**config.mk**
```make
export PLATFORM = sky130hd
export DESIGN_NAME = fft_addr_gen
export DESIGN_NICKNAME = d
export VERILOG_FILES = /design/src/rtl/fft_pkg.sv /design/src/rtl/fft_addr_calc.sv /design/src/rtl/fft_addr_gen.sv
export SDC_FILE = /design/constraint.sdc
export NUM_CORES = 1
export LEC_CHECK = 0
export CORE_UTILIZATION = 60
export CTS_CLUSTER_SIZE = 12
export DETAILED_ROUTE_END_ITERATION = 16
export DONT_BUFFER_PORTS = 1
export PLACE_DENSITY = 0.83
export SYNTH_ARGS = -nofsm -noshare
export SYNTH_HDL_FRONTEND = slang
export SYNTH_SLANG_ARGS = --single-unit
```
**constraint.sdc**
```tcl
create_clock -name CLK -period 7.6 [get_ports CLK]
set_input_delay 1.52 -clock CLK [delete_from_list [all_inputs] [get_ports CLK]]
set_output_delay 1.52 -clock CLK [all_outputs]
set_load 0.02 [all_outputs]
```
**src/rtl/fft_pkg.sv**
```systemverilog
// Shared FFT definitions: controller states, stage-index width and address-width helpers
// used by the address generator, butterfly and memory blocks.
package fft_pkg;

   typedef enum logic [1:0] {
      IDLE,
      RUN,
      DONE
   } fft_state_e;

   localparam int FFT_STAGE_W = 5;

   function automatic int fft_aw(input int n_log2);
      return n_log2;
   endfunction

   function automatic int fft_tw_aw(input int n_log2);
      return n_log2 - 1;
   endfunction

endpackage

```
**src/rtl/fft_addr_calc.sv**
```systemverilog
// Combinational radix-2 DIT butterfly address map: (stage, butterfly) -> data addresses A/B
// and twiddle ROM address.
module fft_addr_calc
   import fft_pkg::*;
#(
   parameter int N_LOG2 = 10
) (
   input  logic [FFT_STAGE_W-1:0]        stage_i,
   input  logic [fft_aw(N_LOG2)-2:0]     bfly_i,
   output logic [fft_aw(N_LOG2)-1:0]     addr_a_o,
   output logic [fft_aw(N_LOG2)-1:0]     addr_b_o,
   output logic [fft_tw_aw(N_LOG2)-1:0]  tw_addr_o
);

   localparam int AW    = fft_aw(N_LOG2);
   localparam int TW_AW = fft_tw_aw(N_LOG2);

   logic [AW-1:0]          bfly;
   logic [AW-1:0]          span;
   logic [AW-1:0]          idx;
   logic [AW-1:0]          grp;
   logic [FFT_STAGE_W-1:0] tw_sh;

   // idx selects the leg within a group, grp the group; groups are 2*span apart.
   always_comb begin
      bfly      = {1'b0, bfly_i};
      span      = AW'(1) << stage_i;
      idx       = bfly & (span - AW'(1));
      grp       = bfly >> stage_i;
      tw_sh     = FFT_STAGE_W'(N_LOG2 - 1) - stage_i;
      addr_a_o  = (grp << (stage_i + FFT_STAGE_W'(1))) | idx;
      addr_b_o  = addr_a_o + span;
      tw_addr_o = TW_AW'(idx << tw_sh);
   end

endmodule

```
**src/rtl/fft_addr_gen.sv**
```systemverilog
// Stage/butterfly walker for the iterative radix-2 DIT FFT, one full pass per start pulse.
// Define FFT_AG_OUT_PIPE_EN for an extra output register stage stalled globally by i_READY.
module fft_addr_gen
   import fft_pkg::*;
#(
   parameter int N_LOG2 = 10
) (
   input  logic                          CLK,
   input  logic                          RST,
   input  logic                          i_START,
   input  logic                          i_READY,
   output logic                          o_VALID,
   output logic [fft_aw(N_LOG2)-1:0]     o_ADDR_A,
   output logic [fft_aw(N_LOG2)-1:0]     o_ADDR_B,
   output logic [fft_tw_aw(N_LOG2)-1:0]  o_TW_ADDR,
   output logic [FFT_STAGE_W-1:0]        o_STAGE,
   output logic                          o_STAGE_END,
   output logic                          o_BUSY,
   output logic                          o_DONE
);

   localparam int AW    = fft_aw(N_LOG2);
   localparam int TW_AW = fft_tw_aw(N_LOG2);
   localparam logic [AW-2:0]          BFLY_LAST  = '1;
   localparam logic [FFT_STAGE_W-1:0] STAGE_LAST = FFT_STAGE_W'(N_LOG2 - 1);

   fft_state_e             state_q, state_d;
   logic [FFT_STAGE_W-1:0] stage_q, stage_d;
   logic [AW-2:0]          bfly_q, bfly_d;
   logic                   gen_vld_q, gen_vld_d;
   logic                   busy_q, done_q;

   logic [AW-1:0]          calc_a, calc_b;
   logic [TW_AW-1:0]       calc_tw;
   logic [AW-1:0]          gen_a_q, gen_b_q;
   logic [TW_AW-1:0]       gen_tw_q;
   logic                   gen_end_q;

   logic                   gen_last, gen_adv, out_xfer, out_last;

   // stage_q/bfly_q always name the butterfly held in the first register stage.
   assign gen_last = (stage_q == STAGE_LAST) && (bfly_q == BFLY_LAST);
   assign gen_adv  = gen_vld_q && i_READY;
   assign out_xfer = o_VALID && i_READY;

   always_comb begin
      state_d   = state_q;
      stage_d   = stage_q;
      bfly_d    = bfly_q;
      gen_vld_d = gen_vld_q;
      unique case (state_q)
         IDLE: begin
            if (i_START) begin
               state_d   = RUN;
               stage_d   = '0;
               bfly_d    = '0;
               gen_vld_d = 1'b1;
            end
         end
         RUN: begin
            if (gen_adv) begin
               if (gen_last) begin
                  gen_vld_d = 1'b0;
                  stage_d   = '0;
                  bfly_d    = '0;
               end else if (bfly_q == BFLY_LAST) begin
                  bfly_d  = '0;
                  stage_d = stage_q + FFT_STAGE_W'(1);
               end else begin
                  bfly_d = bfly_q + (AW-1)'(1);
               end
            end
            if (out_xfer && out_last) state_d = DONE;
         end
         DONE:    state_d = IDLE;
         default: state_d = IDLE;
      endcase
   end

   always_ff @(posedge CLK) begin
      if (!RST) begin
         state_q   <= IDLE;
         stage_q   <= '0;
         bfly_q    <= '0;
         gen_vld_q <= 1'b0;
         busy_q    <= 1'b0;
         done_q    <= 1'b0;
      end else begin
         state_q   <= state_d;
         stage_q   <= stage_d;
         bfly_q    <= bfly_d;
         gen_vld_q <= gen_vld_d;
         busy_q    <= (state_d != IDLE);
         done_q    <= (state_d == DONE);
      end
   end

   fft_addr_calc #(
      .N_LOG2 (N_LOG2)
   ) u_calc (
      .stage_i   (stage_d),
      .bfly_i    (bfly_d),
      .addr_a_o  (calc_a),
      .addr_b_o  (calc_b),
      .tw_addr_o (calc_tw)
   );

   // First register stage: addresses of the next-state butterfly, zeroed when idle.
   always_ff @(posedge CLK) begin
      if (!RST) begin
         gen_a_q   <= '0;
         gen_b_q   <= '0;
         gen_tw_q  <= '0;
         gen_end_q <= 1'b0;
      end else begin
         gen_a_q   <= gen_vld_d ? calc_a  : '0;
         gen_b_q   <= gen_vld_d ? calc_b  : '0;
         gen_tw_q  <= gen_vld_d ? calc_tw : '0;
         gen_end_q <= gen_vld_d && (bfly_d == BFLY_LAST);
      end
   end

`ifdef FFT_AG_OUT_PIPE_EN
   logic                   out_vld_q, out_end_q, out_last_q;
   logic [AW-1:0]          out_a_q, out_b_q;
   logic [TW_AW-1:0]       out_tw_q;
   logic [FFT_STAGE_W-1:0] out_stage_q;

   // Second register stage: whole pipe moves together whenever downstream is ready.
   always_ff @(posedge CLK) begin
      if (!RST) begin
         out_vld_q   <= 1'b0;
         out_end_q   <= 1'b0;
         out_last_q  <= 1'b0;
         out_a_q     <= '0;
         out_b_q     <= '0;
         out_tw_q    <= '0;
         out_stage_q <= '0;
      end else if (i_READY) begin
         out_vld_q   <= gen_vld_q;
         out_end_q   <= gen_end_q;
         out_last_q  <= gen_vld_q && gen_last;
         out_a_q     <= gen_a_q;
         out_b_q     <= gen_b_q;
         out_tw_q    <= gen_tw_q;
         out_stage_q <= stage_q;
      end
   end

   assign o_VALID     = out_vld_q;
   assign o_ADDR_A    = out_a_q;
   assign o_ADDR_B    = out_b_q;
   assign o_TW_ADDR   = out_tw_q;
   assign o_STAGE     = out_stage_q;
   assign o_STAGE_END = out_end_q;
   assign out_last    = out_last_q;
`else
   assign o_VALID     = gen_vld_q;
   assign o_ADDR_A    = gen_a_q;
   assign o_ADDR_B    = gen_b_q;
   assign o_TW_ADDR   = gen_tw_q;
   assign o_STAGE     = stage_q;
   assign o_STAGE_END = gen_end_q;
   assign out_last    = gen_last;
`endif

   assign o_BUSY = busy_q;
   assign o_DONE = done_q;

endmodule
```
* After elaboration in Yosys (flattened, before gate mapping)
Index checks and enable logic that the tools add are counted. Widths: inputs -> output; s select.
Word-level totals: flip-flop bits (word level) 49, input port bits 4, output and inout port bits 38, word-level logic and storage cells 51
Cells by class: add/sub/neg operators 6, equality and inequality tests 5, shift-type cells 4, muxes and demuxes 17, bitwise operators 2, reductions and logical operators 7
Operator list (count):
- $mux 9 | 4
- $mux 5 | 4
- $eq 9x9->1 const B | 2
- $pmux 9 s2 | 1
- $add 10x10->10 | 1
- $add 5x1->5 const B | 2
- $and 9x10->10 | 1
- $or 10x10->10 | 1
- $pmux 5 s2 | 1
- $shl 1x5->10 const A | 1
- $shl 10x5->10 | 1
- $shl 10x5->9 | 1
- $shr 9x5->10 | 1
- $sub 10x1->10 const B | 1
- $add 9x1->9 const B | 1
- $eq 5x4->1 const B | 1
- $sub 4x5->5 const A | 1
- $logic_and 1x1->1 | 4
- $mux 2 | 2
- $pmux 2 s2 | 1
- $mux 1 | 3
- $eq 2x1->1 const B | 1
- $eq 2x2->1 const B | 1
- $logic_not 2->1 | 1
- other kinds (3) | 3

* Logic depth before layout (Yosys ltp)
depth in word-level cells 10, mapped depth 28, mapped depth without buffers 25

* Hierarchy
Synthesis repeated with hierarchy kept, for this count alone.
Unflattened totals: cells, all modules 523, area, all modules 4172.8 um^2
Modules (own cells, without submodules):
- fft_addr_calc | times used 1, cells each 322, area each 2194.6 um^2, seq. area each 0.0 um^2
- fft_addr_gen | times used 1, cells each 201, area each 1978.1 um^2, seq. area each 980.9 um^2

* Worst setup path before layout
OpenSTA, ideal clock, no wires.
path type input-to-reg, start in i_READY, end reg gen_b_q[9], in the netlist o_ADDR_B[9], library setup time 123 ps, data arrival time 6281 ps, data required time 7477 ps, path slack 1196 ps, stages 23, path buffers 2, cells stage by stage nand4b_4 or4_4 a21oi_4 clkbuf_1 clkbuf_1 ha_1 nand2_1 xnor2_1 o31ai_1 and2_1 inv_1 o22ai_1 ha_1 a21o_1 a21o_1 a21o_1 a21oi_1 nor2_1 a211oi_1 o21ai_0 xor2_1 nor3_1 nor3b_2
Between the ends: longest elaborated chain between the ends 8, elaborated cells on any way between the ends 16, those cells by class add/sub (3); shift (3); mux (6); bitwise (2); reduce/logical (2)
Ends and longest elaborated chain:
- from (decl) | line fft_addr_gen.sv:11 | input logic i_READY,
- $logic_and 1x1->1 * | line fft_addr_gen.sv:43 | assign gen_adv = gen_vld_q && i_READY;
- $mux 5 * | line fft_addr_gen.sv:61 | if (gen_adv) begin
- $pmux 5 s2 * | line fft_addr_gen.sv:51 | unique case (state_q)
- net stage_d[0] | line fft_addr_gen.sv:28 | logic [FFT_STAGE_W-1:0] stage_q, stage_d;
- parallel branches: the longest is 3 deep, another holds $add 5x1->5
- $or 10x10->10 * | line fft_addr_calc.sv:31 | addr_a_o = (grp << (stage_i + FFT_STAGE_W'(1))) | idx;
- net calc_a[1] | line fft_addr_gen.sv:33 | logic [AW-1:0] calc_a, calc_b;
- $add 10x10->10 * | line fft_addr_calc.sv:32 | addr_b_o = addr_a_o + span;
- to (signal assigned) | line fft_addr_gen.sv:117 | gen_b_q <= gen_vld_d ? calc_b : '0;
- to (decl) | line fft_addr_gen.sv:35 | logic [AW-1:0] gen_a_q, gen_b_q;
Mark *: on every way through the listed nets, which the timed path passes. A chain may end at the register's enable or synchronous reset.

* Final worst setup path
start reg bfly_q[0], end reg gen_b_q[9], in the netlist o_ADDR_B[9]
Between the ends: longest elaborated chain between the ends 10, elaborated cells on any way between the ends 24, those cells by class add/sub (4); eq/ne (1); shift (3); mux (12); bitwise (2); reduce/logical (2)
Ends and longest elaborated chain:
- from (decl) | line fft_addr_gen.sv:29 | logic [AW-2:0] bfly_q, bfly_d;
- from (signal assigned) | line fft_addr_gen.sv:91 | bfly_q <= bfly_d;
- parallel branches: the longest is 8 deep, another holds $add 9x1->9
- $or 10x10->10 * | line fft_addr_calc.sv:31
- net calc_a[1] | line fft_addr_gen.sv:33
- $add 10x10->10 * | line fft_addr_calc.sv:32
Marks and branches as above.

==> summary.md <==
| Metric | Value |
|---|---|
| Synthesized area | 3726 µm² |
| Starting Density | 0.6256 |
| Startpoint Class | register |
| First-pass detailed-route iteration total | 5 |
| Fmax | 155.5 MHz |
| Maximum vdd drop | 0.09239 mV |
| Crit Path Class | register to register |
| Slew HR | 0.3145 |
| Clk slew on worst S/H paths | 0.10 ns |
| Vias | about 3700 |
| Fin Setup TNS | 0 ns |
| Setup repair bufs after CTS | 0 |
| Layout cells sized above 1 | 0.08898 |
| Synth Area in Simple Gates | 0.2680 |
| Met3 wire len | 955 µm |
| Die Area | around 6500 µm² |
| Total CTS buffers | 5 |
| Drt wl/cell | 19.40 µm |
| Cell-internal power | 0.3297 mW |
| RSZ-0062 raised after global routing | false |
| H-tree levels | 2 |
| Reg power frac | 0.605 |
| Final Max Tran Viols | 0 |
| Ys Warns | 0 |
| Layout net count | about 500 |
| Synth top area cells | dfxtp_1 26%, ha_1 7.7%, nand2_1 5.1% |
| Die X | approximately 81 µm |
| Critical path peak fanout | 17 |
| Leakage Power | 1.471 nW |
| GRT Total Usage | 0.3350 |
| Clk pwr share | 0.352 |
| Initial antenna violation count | 0 |
| GR Overflow Total | 0 |
| Largest area contributor in the netlist | dfxtp_1 |
| Post-synth top flop | dfxtp_1 |
| Ant. Diodes | 0 |
| Antenna viol nets, final | 0 |
| Multiplexer share of the synthesized area | 0.03593 |
| FILL cells | 529 |
| Clock Tree Buf Depth | 2 |
| Number of synthesized flops with an enable pin | 0 |
| Psw | 0.1067 mW |
| Hold Slack | 0.6898 ns |
| Largest net degree at the start of global routing | 26 |
| Top cell type's share of synthesized area | 0.2633 |
| Seq cells post-synth | 49 |
| Row cnt | 28 |
| Sequential element share of the synthesized area | 0.2633 |
| Die height | 80.81 µm |
| Clock sink total | 49 |
| First DRT Iteration DRCs | approximately 450 |
| WP data arrival | 6.63 ns |
| Top cells by count, synth | 51 x nand2_1, 49 x dfxtp_1, 48 x nor2_1, 31 x a21oi_1, 23 x ha_1 |
| Hold-fix buffers, CTS | 0 |
| Worst R2R Setup Slack | 1.17 ns |
| Syn-to-layout area delta | 3.660% |
| Post-synthesis cell type count | 72 |
| Largest family of logic cells by synthesized area | simple AND/OR/NAND/NOR gates |
| DRC Markers | 0 |
| Synth Area in Compound Gates | 0.2633 |
| Top-count cell post-synth | nand2_1 |
| Setup-failing EPs final | 0 |
| HPWL Detailed | 7910 µm |
| Worst Clk Skew | 0.01168 ns |
| Vias in the first global route | 3339 |
| Via density | 6.768 |
| Routability cong. | 0.9835 |
| Uppermost layer routed | met4 |
| Register area | 980.9 µm² |
| Final wirelength | about 11000 µm |
| Core Box Area | 5956 µm² |
| CP Capture Type | register |
| Pwr/cell area | 113.0 nW/µm² |
| Max-cap violation count | 0 |
| Slew @ Worst Pin | 1.002 ns |
| PostCTS Resize Cnt | 0 |
| Syn Inst Count | 480 |
| Synthesized net count | 508 |
| Combinational power share | 0.043 |
| Status | complete, no violations |
| Worst Hold Class | register to register |
| Switching part of the total | 0.2445 |
| CTS tree | yes |
| Syn_area_per_cell | 7.763 µm² |
| Clk Latency, worst-skew pair | 0.31 ns |
| Post-synthesis xor/xnor area fraction | 0.03996 |
| Share of flip-flops with an asynchronous set or reset | 0 |
| Fin crit share | 0.8463 |
| Area of the multi-input gates | 2570 µm² |
| Period minus WS final | roughly 6.4 ns |
| # IOs | 42 |
| Critical Path RT | roughly 7.8 ns |
| Met1 WL | 4621 µm |
| Port Buffer Count | 0 |
| First-pass GRT wire length | 16620 µm |
| Synth Area in Adders | 0.08261 |
| Clock root cell | clkbuf_8 |
| Wire length on met2 | around 4700 µm |
| Final Hold Viols | 0 |
[per-stage QoR]
step	worst slack (ns)	std cells	total power [mW]	util	area [µm²]
2_1_floorplan	1.196	480	0.2830	-	3726
3_3_place_gp	1.088	539	0.2875	0.6340	3776
3_5_place_dp	1.026	539	0.2883	0.6340	3776
4_1_cts	1.272	547	0.4388	0.6485	3862
5_1_grt	0.7158	547	0.4505	0.6485	3862
6_report	1.168	547	0.4363	0.6485	3862
[worst max-delay path, stage by stage (launching register included)]
cell and delay (ns):
dfxtp_1 0.41, ha_1 0.22, nand2_1 0.09, nor3_1 0.31, ha_1 0.44, inv_1 0.16
or4_4 0.56, a21oi_4 0.42, ha_1 0.36, nand2_1 0.13, xnor2_1 0.14, o31ai_1 0.23
buf_4 0.19, and2_1 0.22, inv_1 0.06, o22ai_1 0.28, ha_1 0.31, a21o_1 0.18
a21o_1 0.21, a21o_1 0.18, a21oi_1 0.20, nor2_1 0.07, a211oi_1 0.33, o21ai_0 0.17
xor2_1 0.18, nor3_1 0.21, nor3b_2 0.07
[flip-flops by register name, summed over array words and instances, names as in the netlist]
| signal | flops |
|---|---|
| o_VALID | 1 |
| o_DONE | 1 |
| o_ADDR_A | 10 |
| bfly_q | 9 |
| o_BUSY | 1 |
| o_ADDR_B | 10 |
| o_TW_ADDR | 9 |
| o_STAGE_END | 1 |
| state_q | 2 |
| o_STAGE | 5 |
[metal layers]
metal  vias up  GRT usage
met2       210     0.5076
li1       1749          -
met5         -          0
met1      1713     0.4669
met4         0     0.1482
met3        30    0.04944
[power by group through the flow]
stage               clock network, mW  logic [mW]  registers, mW
CTS                             0.157      0.0184          0.264
floorplan                           0      0.0151          0.268
global placement                    0      0.0178          0.270
finish                          0.154      0.0189          0.264
detailed placement                  0      0.0183          0.270
global route                    0.166      0.0205          0.264
[worst paths after layout]
path,end,cells past startpoint,from
worst min register to register,o_BUSY,2,state_q[0]
worst min-delay path,o_BUSY,2,state_q[0]
worst max-delay path,o_ADDR_B[9],26,bfly_q[0]
worst max register to register,o_ADDR_B[9],26,bfly_q[0]
[layout by cell type, fill, tap and decap left out, types with 4 or more instances in the layout]
cell / count
a31oi_1: 6
a21o_1: 9
nor2_1: 48
clkbuf_8: 5
a2111oi_0: 5
ha_1: 23
mux2_2: 7
xor2_1: 7
nor4_1: 4
and2_1: 17
buf_4: 8
o21ai_0: 20
dfxtp_1: 49
and3_1: 5
o31ai_1: 7
a211oi_1: 7
nand2_1: 51
o22ai_1: 5
nor3_1: 18
nand2b_1: 5
or2_2: 5
a21oi_1: 31
nand3_1: 11
inv_1: 17
xnor2_1: 10
o211ai_1: 9
nand4_1: 5
or3_1: 7
mux2i_1: 4
o2111ai_1: 4
[logic make-up (layout without fill, tap and decap cells)]
group                    after synthesis  count (layout)
XOR/XNOR                              17              17
AO/OA/AOI/OAI                        141             141
multiplexers                          12              12
adder cells (fa/ha/maj)               24              24
AND/OR/NAND/NOR                      194             194
flip-flops                            49              49
buffers and inverters                 43              35
[final cells by class]
class	instances	share of cell area
clock buffer	6	0.01879
clock inverter	2	0.003563
inverter	19	0.01846
multi-input combinational	388	0.6654
sequential	49	0.2540
tap	75	0.02430
timing repair buffer	8	0.01555
Power figures use the tool's default switching activity.
